===== src/rtl/down_timer_if.sv =====
// down_timer_if: request/status bundle between control logic (master) and down_timer (slave)
// Requests: load, load_value, start, stop, tick, auto_reload. Status: q, busy, paused, tc.
interface down_timer_if #(parameter int WIDTH = 4);
    logic             load;
    logic [WIDTH-1:0] load_value;
    logic             start;
    logic             stop;
    logic             tick;
    logic             auto_reload;
    logic [WIDTH-1:0] q;
    logic             busy;
    logic             paused;
    logic             tc;
    modport master (output load, load_value, start, stop, tick, auto_reload,
                    input  q, busy, paused, tc);
    modport slave  (input  load, load_value, start, stop, tick, auto_reload,
                    output q, busy, paused, tc);
endinterface


===== src/rtl/down_timer.sv =====
// down_timer: loadable, pausable down-counter with one-cycle terminal-count pulse and optional auto-reload
// Ports: clk (rising edge), reset_n (async active-low), bus (down_timer_if.slave: requests in, q/busy/paused/tc out).
module down_timer #(
    parameter int WIDTH = 4
) (
    input logic         clk,
    input logic         reset_n,
    down_timer_if.slave bus
);
    typedef enum logic [1:0] {IDLE, RUN, PAUSE, WRAP} state_t;
    state_t           state, state_n;
    logic [WIDTH-1:0] reload_reg, reload_n, q_n;
    logic             tc_n, active;
    assign active = (state == RUN) || (state == WRAP);
    // Request priority is load > stop > start; counting only advances when no request applies.
    always_comb begin
        state_n  = state;
        q_n      = bus.q;
        reload_n = reload_reg;
        tc_n     = 1'b0;
        if (bus.load) begin
            q_n      = bus.load_value;
            reload_n = bus.load_value;
            state_n  = IDLE;
        end else if (bus.stop)
            state_n = active ? PAUSE : state;
        else if (!active)
            state_n = (bus.start && bus.q != '0) ? RUN : state;
        else if (bus.tick && state == WRAP) begin
            q_n     = reload_reg;
            state_n = RUN;
        end else if (bus.tick && bus.q == WIDTH'(1)) begin
            q_n     = '0;
            tc_n    = 1'b1;
            state_n = (bus.auto_reload && reload_reg != '0) ? WRAP : IDLE;
        end else if (bus.tick && bus.q != '0)
            q_n = bus.q - WIDTH'(1);
    end
    always_ff @(posedge clk or negedge reset_n) begin
        if (!reset_n) begin
            state      <= IDLE;
            reload_reg <= '0;
            bus.q      <= '0;
            bus.tc     <= 1'b0;
            bus.busy   <= 1'b0;
            bus.paused <= 1'b0;
        end else begin
            state      <= state_n;
            reload_reg <= reload_n;
            bus.q      <= q_n;
            bus.tc     <= tc_n;
            bus.busy   <= (state_n == RUN) || (state_n == WRAP);
            bus.paused <= state_n == PAUSE;
        end
    end
endmodule


===== src/flat_wrapper.sv =====
// flat-port wrapper written by rule: the top's interface ports become plain ports
module down_timer_flat 
#(
    parameter int WIDTH = 4
)
  (clk, reset_n, bus_load, bus_load_value, bus_start, bus_stop, bus_tick, bus_auto_reload, bus_q, bus_busy, bus_paused, bus_tc);
  down_timer_if #(.WIDTH(WIDTH)) bus_i ();
  input logic clk;
  input logic reset_n;
  input wire logic [$bits(bus_i.load)-1:0] bus_load;
  input wire logic [$bits(bus_i.load_value)-1:0] bus_load_value;
  input wire logic [$bits(bus_i.start)-1:0] bus_start;
  input wire logic [$bits(bus_i.stop)-1:0] bus_stop;
  input wire logic [$bits(bus_i.tick)-1:0] bus_tick;
  input wire logic [$bits(bus_i.auto_reload)-1:0] bus_auto_reload;
  output wire logic [$bits(bus_i.q)-1:0] bus_q;
  output wire logic [$bits(bus_i.busy)-1:0] bus_busy;
  output wire logic [$bits(bus_i.paused)-1:0] bus_paused;
  output wire logic [$bits(bus_i.tc)-1:0] bus_tc;
  assign bus_i.load = bus_load;
  assign bus_i.load_value = bus_load_value;
  assign bus_i.start = bus_start;
  assign bus_i.stop = bus_stop;
  assign bus_i.tick = bus_tick;
  assign bus_i.auto_reload = bus_auto_reload;
  assign bus_q = bus_i.q;
  assign bus_busy = bus_i.busy;
  assign bus_paused = bus_i.paused;
  assign bus_tc = bus_i.tc;
  down_timer #(.WIDTH(WIDTH)) u_core (.clk(clk), .reset_n(reset_n), .bus(bus_i));
endmodule

===== config.mk =====
export PLATFORM = sky130hd
export DESIGN_NAME = down_timer_flat
export DESIGN_NICKNAME = d
export VERILOG_FILES = /design/src/rtl/down_timer_if.sv /design/src/rtl/down_timer.sv /design/src/flat_wrapper.sv
export SDC_FILE = /design/constraint.sdc
export NUM_CORES = 1
export LEC_CHECK = 0
export CORE_AREA = 10 10 50 52
export CTS_CLUSTER_DIAMETER = 30
export CTS_CLUSTER_SIZE = 30
export DETAILED_ROUTE_END_ITERATION = 12
export DIE_AREA = 0 0 60 62
export PLACE_DENSITY = 0.84
export SYNTH_ARGS = -nofsm -noshare
export SYNTH_HDL_FRONTEND = slang
export SYNTH_SLANG_ARGS = --single-unit

===== constraint.sdc =====
create_clock -name clk -period 3.3 [get_ports clk]
set_clock_uncertainty 0.05 [all_clocks]
set_input_delay 0.825 -clock clk [delete_from_list [all_inputs] [get_ports clk]]
set_output_delay 0.825 -clock clk [all_outputs]
set_load 0.1 [all_outputs]

# Word-level counts from Yosys, hierarchy flattened
# Cells that the tools add are included.
# word_totals
wordCells	45
mem_count	0
latch_bits	0
romBits	0
out_inout_bits	7
inputBits	11
ram_bits	0
regBits	13
# op_classes
mul	0
n_eq_ne	7
n_bitwise	0
add_sub_neg	1
n_shift	0
mux	19
div	0
n_lt_le_gt_ge	0
n_reduce_logical	12
# ops
op	count
4-bit two-way mux	6
2-bit two-way mux	8
4-bit nonzero test	3
2-bit equality test (second input constant)	3
1-bit logical AND	5
1-bit two-way mux	5
2-bit by 1-bit equality test with 1-bit output (second input constant)	2
4-bit by 1-bit equality test with 1-bit output (second input constant)	1
4-bit by 1-bit subtractor with 4-bit output (second input constant)	1
3-bit AND reduction	1
1-bit logical OR	2
2-bit != test (second input constant)	1
2-bit nonzero test	1

# Logic depth before layout (Yosys ltp)
# Gate-level depths: netlist (run 1).
# depth
ltp_word	10
depth_mapped	6
ltp_nobuf	6

# Worst setup path after synthesis (run 1)
# OpenSTA, ideal clock, no wires.
# synth_path
path_type	reg-to-reg
from	register u_core.bus.q[1]
to	register u_core.bus.paused
required_ps	3118
n_path_buf	0
synth_period_minus_slack_ps	2285
stages_incl_launch_ff	7
setup_time_ps	132
t_arrival_ps	2103
path_slack_ps	1015
path_cell_list	dfrtp_1 inv_1 ha_1 and4bb_4 and4bb_1 nor4_2 nor3b_2
# synth_via
elab_chain_cells	8
elab_cells_between_ends	11
cone_classes	eq/ne: 2; mux: 6; reduce/logical: 3
# synth_lines
element	line	rtl
start, declared	down_timer_if.sv:17	output q, busy, paused, tc);
start signal, assigned	down_timer.sv:50	bus.q <= q_n;
4-bit by 1-bit equality test with 1-bit output	down_timer.sv:32	end else if (bus.tick && bus.q == WIDTH'(1)) begin
1-bit logical AND	down_timer.sv:32	
2-bit two-way mux	down_timer.sv:32	
2-bit two-way mux	down_timer.sv:29	else if (bus.tick && state == WRAP) begin
2-bit two-way mux (*)	down_timer.sv:27	else if (!active)
2-bit two-way mux (*)	down_timer.sv:25	end else if (bus.stop)
2-bit two-way mux (*)	down_timer.sv:21	if (bus.load) begin
named net u_core.state_n[0]	down_timer.sv:11	state_t state, state_n;
2-bit equality test (*)	down_timer.sv:53	bus.paused <= state_n == PAUSE;
end signal, assigned	down_timer.sv:46	bus.paused <= 1'b0;
end signal, assigned	down_timer.sv:53	
end, declared	down_timer_if.sv:17	
# Mark *: on every way through the listed nets, which the timed path passes. The rest lies on a longest branch.
# A chain may end at the register's enable or synchronous reset.

# Worst setup path in the final report (run 1)
# layout_path
from	input bus_load
to	register u_core.bus.q[1]
# layout_via
elab_chain_cells	2
elab_cells_between_ends	5
cone_classes	eq/ne: 1; mux: 1; reduce/logical: 3
# layout_lines
element	line	rtl
start, declared	flat_wrapper.sv:10	input wire logic [$bits(bus_i.load)-1:0] bus_load;
4-bit nonzero test (no source line) (tied with other cells)	--	
3-bit AND reduction (no source line)	--	
# Parallel ways exist; a longest one is shown, timed or not.

==> results.json, run 1 <==
{
  "layout_commonest_cell": "dfrtp_1",
  "synthFlopType": "dfrtp_1",
  "port_buffers": 17,
  "grt_overflow": 0,
  "rsz0062_at_grt": "no",
  "holdCritPathClass": "reg -> reg",
  "sequentialPowerShare": 0.360,
  "ctsHoldBuffers": 0,
  "grt_pass1_vias": 656,
  "final.period_utilization": 0.664,
  "dp.cells": 103,
  "critPathCaptureType": "flop",
  "synth_cell_types": 42,
  "antenna_found_initial": 0,
  "die_w_um": 60,
  "grt_max_degree": 13,
  "wl_um": 1780,
  "drtPass1Iterations": 4,
  "core_region_area_mm2": 0.00161,
  "ys_ff_latch": 12,
  "drive_gt1_frac": 0.256,
  "post-route-min-period_ps": 2190,
  "post-route-drc-count": 0,
  "crit_path_start_kind": "input port",
  "vias": 650,
  "path_clk_slew_ps": 80,
  "internal_power_w": 0.000301,
  "slew_headroom": 0.623,
  "async_reset_ff_frac": 1.00,
  "initial_utilization": 0.480,
  "dieHeight_um": 62,
  "synth_warnings": 0,
  "status": "completed",
  "clock_path_buffers": 2,
  "final_cell_mix": "12 x dfrtp_1, 10 x clkdlybuf4s50_1, 8 x buf_4, 5 x nand2_1, 4 x nor2_1",
  "p_comb_frac": 0.412,
  "routedWlPerCell_um": 16.6,
  "ant_nets": 0,
  "drt_iter0_markers": 10,
  "grt_pass1_wl_um": 3040,
  "seqCellArea_um2": 300,
  "syn_inst": 72,
  "syn_nets": 86,
  "fmax_mhz": 457,
  "leakage_nw": 0.421,
  "multi_input_area_um2": 438,
  "crit_fanout": 10,
  "ys_seq_area_frac": 0.388,
  "synth_edf_count": 0,
  "cts_tree": "built",
  "final_cells": 107,
  "nNetsFinal": 105,
  "cts_sinks": 12,
  "clockRootBuffer": "clkbuf_4",
  "htree_num_levels": 1,
  "tns_ps": 0,
  "p_clk_frac": 0.229,
  "diodes": 0,
  "post-cts-setup-buffers": 0,
  "post_cts_resized": 0,
  "finalHoldViolations": 0,
  "avgSynthCellArea_um2": 10.8,
  "post-route-util": 0.597,
  "clock_latency_ps": 280,
  "tightest_slew_ps": 563,
  "gr-usage-all-layers": 0.104,
  "cts_buffers": 3,
  "power.density_mw_per_mm2": 539,
  "drv_slew": 0,
  "io_pins": 18,
  "vias_per_cell": 6.07,
  "setup_violations": 0,
  "dpl.hpwl_um": 1410,
  "syn_area_um2": 774,
  "max-cap-violations": 0,
  "p_sw_w": 0.000218,
  "setup_slack_ps": 1110,
  "dpl_worst_slack_ps": 843,
  "core.rowCount": 15,
  "globalplace.congestion": 0.828,
  "dieArea_mm2": 0.00372,
  "area_delta_synth_final_pct": 24.4,
  "crit_type": "in -> reg",
  "ir_worst_vdd_v": 0.000338,
  "cp.required_ps": 3450,
  "cp.arrival_ps": 2340,
  "num-fill-cells": 138,
  "netSwitchingFraction": 0.420
}
## layout make-up
class	count	share of cell area
Multi-Input combinational cell	54	0.455
Sequential cell	12	0.312
Timing Repair Buffer	18	0.166
Clock buffer	4	0.0377
Tap cell	17	0.0221
Inverter	2	0.00779
## path summary, 6_finish.rpt
check | slack, ps | start | to | cells past startpoint
hold reg to reg | 460 | u_core.reload_reg[2] | u_core.reload_reg[2] | 2
max in group asynchronous | 1970 | reset_n | u_core.bus.q[0] | 1
setup reg to reg | 1510 | u_core.bus.q[0] | u_core.bus.paused | 6
hold / removal | 460 | u_core.reload_reg[2] | u_core.reload_reg[2] | 2
setup / recovery | 1110 | bus_load | u_core.bus.q[1] | 5
min in group asynchronous | 860 | reset_n | u_core.state[0] | 1
## worst max-delay path, cell delays in order
cell and delay (ps):
clkdlybuf4s50_1 580, or3_4 450, o22ai_4 240, a21oi_1 80
a22oi_1 150
## synth_stat cells (all sizes together) (2+ instances only)
cell	n	area (µm²)
dfrtp	12	300
nand2	5	18.8
nor2	4	15.0
a21oi	3	15.0
and4bb	3	41.3
buf	3	21.3
ha	3	37.5
mux2	3	33.8
nor3	3	20.0
o21ai	3	15.0
a221oi	2	23.8
inv	2	7.51
nor2b	2	12.5
nor4	2	18.8
or3	2	17.5
## per-stage QoR
stage	power (W)	instance area, µm²	hold slack [ps]
final	0.000519	963	462
after global routing	0.000543	963	508
after CTS	0.000522	963	468
after detailed placement	0.000403	927	449
after global placement	0.000399	927	442
after floorplan	0.000347	774	412
## power groups by stage
stage | logic [W] | clock network, W | registers, W
final | 0.000214 | 0.000119 | 0.000187
after global routing | 0.000225 | 0.000128 | 0.000190
after CTS | 0.000214 | 0.000122 | 0.000186
after detailed placement | 0.000214 | 0 | 0.000189
after global placement | 0.000211 | 0 | 0.000188
after floorplan | 0.0000762 | 0 | 0.000271
## metal layers
layer  GRT usage  wire (µm)  up-vias
li1            -          -      311
met1       0.126        792      300
met2       0.153        770       28
met3      0.0285        130       11
met4      0.0769         85        0
met5           0          0        -
## logic make-up after synthesis
logic type	Yosys count	share of synthesized area
AND/OR/NAND/NOR	30	0.281
AO/OA/AOI/OAI	17	0.181
multiplexers	3	0.0436
flip-flops	12	0.388
adder cells (fa/ha/maj)	3	0.0485
XOR/XNOR	1	0.0113
buffers and inverters	6	0.0469
Power figures use the tool's default switching activity.
==> run 2: changes to the inputs <==
- CORE_AREA: 10 10 50 52 -> 10 10 52 54
- DIE_AREA: 0 0 60 62 -> 0 0 62 64
- PLACE_DENSITY: 0.84 -> 0.78
- clock period: 3.3 -> 2.17 ns (I/O delays scaled with it)
==> results.json, run 2 (synthesis gave the netlist of run 1 again) <==
{
  "die_w_um": 62,
  "clock_path_buffers": 2,
  "dieArea_mm2": 0.00397,
  "r2r_start": "u_core.bus.q[0]",
  "post-route-drc-count": 0,
  "holdCritPathClass": "reg -> reg",
  "crit_type": "reg -> reg",
  "critPathCaptureType": "flop",
  "core.rowCount": 15,
  "reg2reg_slack_ps": 360,
  "num-fill-cells": 138,
  "htree_num_levels": 1,
  "cp_top_family": "simple AND/OR/NAND/NOR gates",
  "drive_gt1_frac": 0.278,
  "grt_overflow": 0,
  "dpl.hpwl_um": 1360,
  "clockRootBuffer": "clkbuf_4",
  "final_cell_mix": "10 x clkdlybuf4s50_1, 10 x dfrtp_1, 5 x nand2_1, 5 x buf_4, 4 x nor2_1",
  "dp.cells": 111,
  "final_cells": 115,
  "post-route-util": 0.593,
  "drv_slew": 0,
  "drtPass1Iterations": 4,
  "crit_slowest_cell": "dfrtp_2",
  "cts_tree": "built",
  "max-cap-violations": 0,
  "power.density_mw_per_mm2": 805,
  "nNetsFinal": 105,
  "fmax_mhz": 552,
  "globalplace.congestion": 0.810,
  "grt_pass1_vias": 648,
  "cts_buffers": 3,
  "slew_headroom": 0.645,
  "status": "completed",
  "vias_per_cell": 5.39,
  "ctsHoldBuffers": 0,
  "finalHoldViolations": 0,
  "grt_pass1_wl_um": 2880,
  "cp.required_ps": 2310,
  "post_cts_resized": 0,
  "cp_num_buf_inv": 1,
  "routedWlPerCell_um": 14.8,
  "path_clk_slew_ps": 80,
  "gr-usage-all-layers": 0.0920,
  "io_pins": 18,
  "tightest_slew_ps": 531,
  "dieHeight_um": 64,
  "wl_um": 1700,
  "core_region_area_mm2": 0.00171,
  "tns_ps": 0,
  "clock_latency_ps": 270,
  "min_from": "u_core.reload_reg[2]",
  "rsz0062_at_grt": "no",
  "diodes": 0,
  "initial_utilization": 0.453,
  "area_delta_synth_final_pct": 30.9,
  "multi_input_area_um2": 438,
  "crit_path_start_kind": "flop",
  "cp.arrival_ps": 1950,
  "critPathMaxStageDelay_ps": 440,
  "crit_chain": "inv_1 > ha_1 > or3b_4 > and4bb_1 > nor3_2 > nor3b_2",
  "port_buffers": 17,
  "crit_fanout": 5,
  "vias": 620,
  "ir_worst_vdd_v": 0.000465,
  "final.period_utilization": 0.834,
  "ant_nets": 0,
  "post-route-min-period_ps": 1810,
  "seqCellArea_um2": 303,
  "post-cts-setup-buffers": 0,
  "grt_max_degree": 18,
  "antenna_found_initial": 0,
  "setup_violations": 0,
  "finalPower_w": 0.000816,
  "leakage_nw": 0.430,
  "drt_iter0_markers": 17,
  "cts_sinks": 12,
  "crit_start": "u_core.bus.q[0]"
}
==> run 2: cell counts in the layout (fill, tap and decap cells not counted) <==
Identical to the previous run, type by type.
==> run 2: area by class of cell <==
class | count | area share
flip-flops and latches | 12 | 0.299
multi-input cells | 54 | 0.432
well taps | 25 | 0.0309
inverters | 2 | 0.00741
repair buffers | 18 | 0.195
clock buffers | 4 | 0.0358
==> run 2: path summary, 6_finish.rpt <==
check / endpoint / cells past startpoint
worst min register to register: u_core.reload_reg[2] / 2
min in group asynchronous: u_core.bus.q[2] / 1
worst max-delay path: u_core.bus.paused / 6
worst min-delay path: u_core.reload_reg[2] / 2
max in group asynchronous: u_core.bus.q[1] / 1
worst max register to register: u_core.bus.paused / 6
==> run 2: metal layers <==
metal | GRT usage | vias to the layer above | part of all wire
li1 | - | 313 | -
met1 | 0.119 | 289 | 0.44
met2 | 0.140 | 14 | 0.49
met3 | 0.0237 | 4 | 0.052
met4 | 0.0363 | 0 | 0.017
met5 | 0 | - | 0
==> run 2: power by group <==
group | internal (W) | switching (W)
logic | 0.000132 | 0.000217
registers | 0.000251 | 0.0000389
clock network | 0.000102 | 0.0000757
total | 0.000484 | 0.000332
==> run 2: per-stage QoR <==
| step | instance area [µm²] | worst slack (ps) | hold WS [ps] |
|---|---|---|---|
| 2_1_floorplan | 777 | 150 | 197 |
| 3_3_place_gp | 977 | 150 | 429 |
| 3_5_place_dp | 977 | 88.4 | 447 |
| 4_1_cts | 1010 | 352 | 464 |
| 5_1_grt | 1010 | 231 | 503 |
| 6_report | 1010 | 360 | 463 |
==> run 2: worst min-delay path, cell delays in order (launching register included) <==
cell      delay (ps)
dfrtp_1          350
nand2b_1          70
nand2_1           60
==> run 3: changes to the inputs <==
- CORE_AREA: 10 10 52 54 -> 10 10 54 56
- DIE_AREA: 0 0 62 64 -> 0 0 64 66
- PLACE_DENSITY: 0.78 -> 0.75
- clock period: 2.17 -> 1.5 ns (I/O delays scaled with it)
==> results.json, run 3 (synthesis gave the netlist of run 1 again) <==
{
  "design_area_mm2": 0.00128,
  "reg2reg_slack_ps": -250,
  "crit_fanout": 4,
  "dpl_worst_slack_ps": -390,
  "dieArea_mm2": 0.00422,
  "finalHoldViolations": 0,
  "area_delta_synth_final_pct": 65.6,
  "cts_sinks": 12,
  "tightest_slew_ps": 304,
  "drt_iter0_markers": 5,
  "wl_um": 1970,
  "critPathCaptureType": "flop",
  "clockRootBuffer": "clkbuf_4",
  "ir_worst_vdd_v": 0.000814,
  "drv_slew": 0,
  "drive_gt1_frac": 0.496,
  "ant_nets": 0,
  "post-route-util": 0.674,
  "crit_chain": "inv_4 > ha_4 > or3b_4 > and4bb_1 > nor3_2 > nor3b_2",
  "grt_max_degree": 18,
  "slew_headroom": 0.796,
  "power.density_mw_per_mm2": 1100,
  "postPlaceCellArea_mm2": 0.00120,
  "vias_per_cell": 5.28,
  "crit_path_start_kind": "flop",
  "layout_commonest_cell": "buf_4",
  "leakage_nw": 0.554,
  "core_region_area_mm2": 0.00190,
  "seqCellArea_um2": 312,
  "setup_slack_ps": -246,
  "final_cell_mix": "22 x buf_4, 10 x clkdlybuf4s50_1, 7 x buf_12, 7 x dfrtp_1, 5 x nand2_1",
  "dieHeight_um": 66,
  "r2r_end": "u_core.bus.paused",
  "die_w_um": 64,
  "nNetsFinal": 128,
  "multi_input_area_um2": 460,
  "reg2reg_depth": 6,
  "final.period_utilization": 1.16,
  "dp.cells": 132,
  "clock_path_buffers": 2,
  "crit_slowest_cell": "dfrtp_4",
  "grt_pass1_vias": 711,
  "cts_buffers": 3,
  "holdCritPathClass": "in -> async",
  "crit_type": "reg -> reg",
  "violations": "negative setup slack",
  "htree_num_levels": 1,
  "port_buffers": 17,
  "post-route-drc-count": 0,
  "grt_pass1_wl_um": 3390,
  "max-cap-violations": 0,
  "routedWlPerCell_um": 14.1,
  "antenna_found_initial": 0,
  "initial_utilization": 0.407,
  "ctsHoldBuffers": 0,
  "clock_latency_ps": 280,
  "globalplace.congestion": 0.897,
  "dpl.hpwl_um": 1500,
  "drtPass1Iterations": 5,
  "finalPower_w": 0.00140,
  "num-fill-cells": 139,
  "rsz0062_at_grt": "yes",
  "post-route-min-period_ps": 1750,
  "setup_violations": 10,
  "cp.required_ps": 1650,
  "io_pins": 18,
  "status": "finished with violations",
  "final_cells": 140,
  "r2r_start": "u_core.bus.q[1]",
  "critPathMaxStageDelay_ps": 490,
  "cts_tree": "built",
  "fmax_mhz": 573,
  "cp.arrival_ps": 1900,
  "gr-usage-all-layers": 0.0989,
  "grt_overflow": 0,
  "diodes": 0,
  "vias": 739,
  "path_clk_slew_ps": 80,
  "core.rowCount": 16
}
## run 3: cell types whose count changed in the layout (fill, tap and decap cells not counted), moves of 2 or more
cell     change
dfrtp_1      -3
dfrtp_4      +2
inv_4        +2
buf_6        +2
buf_4       +17
inv_1        -2
buf_12       +4
## run 3: worst max-delay path by stage
stage / startpoint / to / cells past startpoint
2_1_floorplan: u_core.bus.q[1] / u_core.bus.paused / 6
3_3_place_gp: bus_tick / u_core.state[1] / 5
3_5_place_dp: bus_tick / u_core.bus.paused / 5
4_1_cts: u_core.bus.q[1] / u_core.bus.paused / 6
5_1_grt: u_core.bus.q[1] / u_core.bus.paused / 6
6_report: u_core.bus.q[1] / u_core.bus.paused / 6
## run 3: metal layers
layer / vias to the layer above / wire length, µm / share of wire / global-route usage
met1: 354 / 885 / 0.45 / 0.120
met3: 7 / 68 / 0.034 / 0.0136
met5: - / 0 / 0 / 0
met2: 21 / 960 / 0.49 / 0.159
li1: 357 / - / - / -
met4: 0 / 57 / 0.029 / 0.0656
## run 3: report_power, final
group	leakage [nW]	switching, W	internal [W]
registers	0.144	0.0000400	0.000371
logic	0.388	0.000378	0.000351
clock network	0.0210	0.000116	0.000148
## run 3: timing repair
item                                   in CTS  in global routing
setup endpoints to repair                  10                 10
endpoints found under the hold margin       0                  0
resized for setup                           3                  1
pin swaps                                   2                  2
buffers inserted                            3                  1
## run 3: layout make-up
| type | instances | area share |
|---|---|---|
| multi-input combinational | 54 | 0.359 |
| tap | 27 | 0.0263 |
| sequential | 12 | 0.243 |
| clock buffer | 4 | 0.0283 |
| timing repair buffer | 41 | 0.334 |
| inverter | 2 | 0.00976 |
## run 3: through the flow
step	hold slack, ps	TNS, ps
2_1_floorplan	29.4	-1860
3_3_place_gp	504	-2790
3_5_place_dp	513	-2950
4_1_cts	341	-1310
5_1_grt	359	-2040
6_report	337	-1440
## run 3: worst max-delay path, delay by kind of cell (launching register included)
family,cells,cell delay (ps)
fa+ha+maj,1,120
buf+inv,1,80
flops,1,490
simple gates,4,920
==> RTL change (config.mk and constraints of run 3) <==
Re-encode `state_t` (4 states) as Gray code, 2 bits wide.
--- a/src/rtl/down_timer.sv
+++ b/src/rtl/down_timer.sv
@@ -7,7 +7,7 @@
     input logic         reset_n,
     down_timer_if.slave bus
 );
-    typedef enum logic [1:0] {IDLE, RUN, PAUSE, WRAP} state_t;
+    typedef enum logic [1:0] {IDLE = 2'b00, RUN = 2'b01, PAUSE = 2'b11, WRAP = 2'b10} state_t;
     state_t           state, state_n;
     logic [WIDTH-1:0] reload_reg, reload_n, q_n;
     logic             tc_n, active;
Check against the original RTL: no difference found for any inputs over 10 cycles, from zero or initial values and one cycle with reset_n low; not proved beyond that.
==> RTL change against run 3 <==
- the run still ends with negative setup slack left
- synthesized area up 1.9%
- global-route usage up 0.60 points
- sequential cell count up 1
- sequential share of layout area up 0.71 points
- highest routed layer unchanged
- design area up 4.6%
- setup slack worse by 0.17 ns
- critical path type unchanged
- maximum frequency down 8.8%
- routed wire length up 12%
Power is not compared: it rests on default switching activity, and its combinational part moved more than twofold at a synthesized area within 25%.
==> RTL change: results (changes against run 3) <==
## Outcome
* outcome: finished, violations left
* failing checks: negative setup slack

## Drt
* routed length on met3: 90 um, +32%
* detailed-routed wire length on met2: 1.18 mm, +23%
* vias per cell: 5.35, +1.4%
* post-DR wirelength/cell: 15.5 um, +10%
* overall routed net length: 2.20 mm, +12%
* M1 WL: 893 um, +0.90%
* DRC marker count from the first detailed-route iteration: 52, +47

## Cells and area
* nonclk inv count: 5, +3
* share of post-route cells with drive strength above 1: 0.539, +0.0436
* multi-input gate share of total cell area: 0.368, +0.00944
* Layout Nets: 133, +3.9%
* clk tree area frac: 0.0196, -0.00870
* Final non-clock buffer share: 0.319, -0.0146
* fraction of standard cell area that is sequential: 0.250, +0.00707
* fillcell total: 134, -3.6%
* number of multi-input combinational cells in the layout: 52, -3.7%
* total non-filler cell area in the finished layout: 0.00134 mm^2, +4.6%
* total inserted antenna cells: 0, unchanged

## GRT
* met2 track utilization from global routing: 0.182, +0.0224
* combined global-route utilization of all metal layers: 0.105, +0.00603
* pin count of the biggest net entering global routing: 14, -4
* GR met3 Demand/Resource: 0.0237, +0.0102
* GRT met1 Usage: 0.120, -0.000622
* wire length of the first global-routing pass: 3.53 mm, +4.1%

## Placement
* pre-CTS WS: -0.476 ns, -0.0856 ns
* last weighted congestion value of the routability-driven placer: 0.908, +1.2%
* Cell Area, Placed: 0.00125 mm^2, +4.0%
* DP Cell Count: 137, +3.8%
* DP HPWL: 1.68 mm, +12%

## Synth
* share of synthesized flip-flops with an asynchronous set or reset: 1.00, unchanged
* top post-synthesis cells by count: sky130_fd_sc_hd__dfrtp_1 (13), sky130_fd_sc_hd__ha_1 (6), sky130_fd_sc_hd__inv_1 (5), sky130_fd_sc_hd__mux2_2 (4)
* flops & latches, synth: 13, +1
* portion of the post-synthesis area used by sequential elements: 0.412, +0.0243
* cells after synthesis: 71, -1.4%
* biggest area contributors in the synthesized netlist: sky130_fd_sc_hd__dfrtp_1 (41%), sky130_fd_sc_hd__ha_1 (9.5%), sky130_fd_sc_hd__mux2_2 (5.7%)
* post-synth net total: 88, +2.3%
* fraction of synthesized area in multiplexers: 0.0697, +0.0261
* share of synthesized cell area in full adder, half adder and majority cells: 0.0951, +0.0466
* library cells used by synthesis: 32, -24%
* most used flip-flop cell after synthesis: sky130_fd_sc_hd__dfrtp_1
* Compound-Gate Fraction of Synth Area: 0.193, +0.0124
* Warnings, synthesis: 0, unchanged
* post-synthesis share of cell area spent on xor and xnor gates: 0, -0.0113

## Power and ir drop
* clock share of power: 0.099

## STA
* worst-case setup margin in the final layout: -0.415 ns, -0.169 ns
* Least-Margin Pin Slew: 0.376 ns, +0.0722 ns
* final setup violation count: 10, unchanged
* setup tns final: -2.23 ns, -0.794 ns

## Min path
* Hold/Removal Path Class: input port to asynchronous set/reset pin

## Setup path
* worst stage delay on the critical path: 0.38 ns, -0.11 ns
* worst-path fanout max: 5, +1
* worst endpoint data arrival time: 2.04 ns, +0.14 ns
* critical path's slowest cell: sky130_fd_sc_hd__dfrtp_1
* category of cells accounting for the largest share of critical-path delay: adder cells

## Clock network
* clock insertion delay at the later pin of the skew report: 0.28 ns, about the same

-- RTL change: worst paths after layout --
kind / from / end / slack [ns] / cells past startpoint
min in group clk: u_core.reload_reg[0] / u_core.reload_reg[0] / 0.51 / 1
max: u_core.state[1] / u_core.bus.busy / -0.42 / 7
max in group asynchronous: reset_n / u_core.bus.q[0] / 0.85 / 2
max reg2reg: u_core.state[1] / u_core.bus.busy / -0.42 / 7
min: reset_n / u_core.bus.paused / 0.36 / 2
min reg2reg: u_core.reload_reg[0] / u_core.reload_reg[0] / 0.51 / 1
-- RTL change: per-stage QoR --
stage / hold slack, ns / power [mW]
finish: 0.358 / 2.23
global route: 0.363 / 2.34
CTS: 0.347 / 2.18
detailed placement: 0.498 / 1.90
global placement: 0.473 / 1.88
floorplan: 0.0294 / 1.29
-- RTL change: repair_timing --
item	CTS	global route
setup buffers	2	1
resized for setup	6	10
pin swaps	8	4
endpoints found under the setup margin	10	11
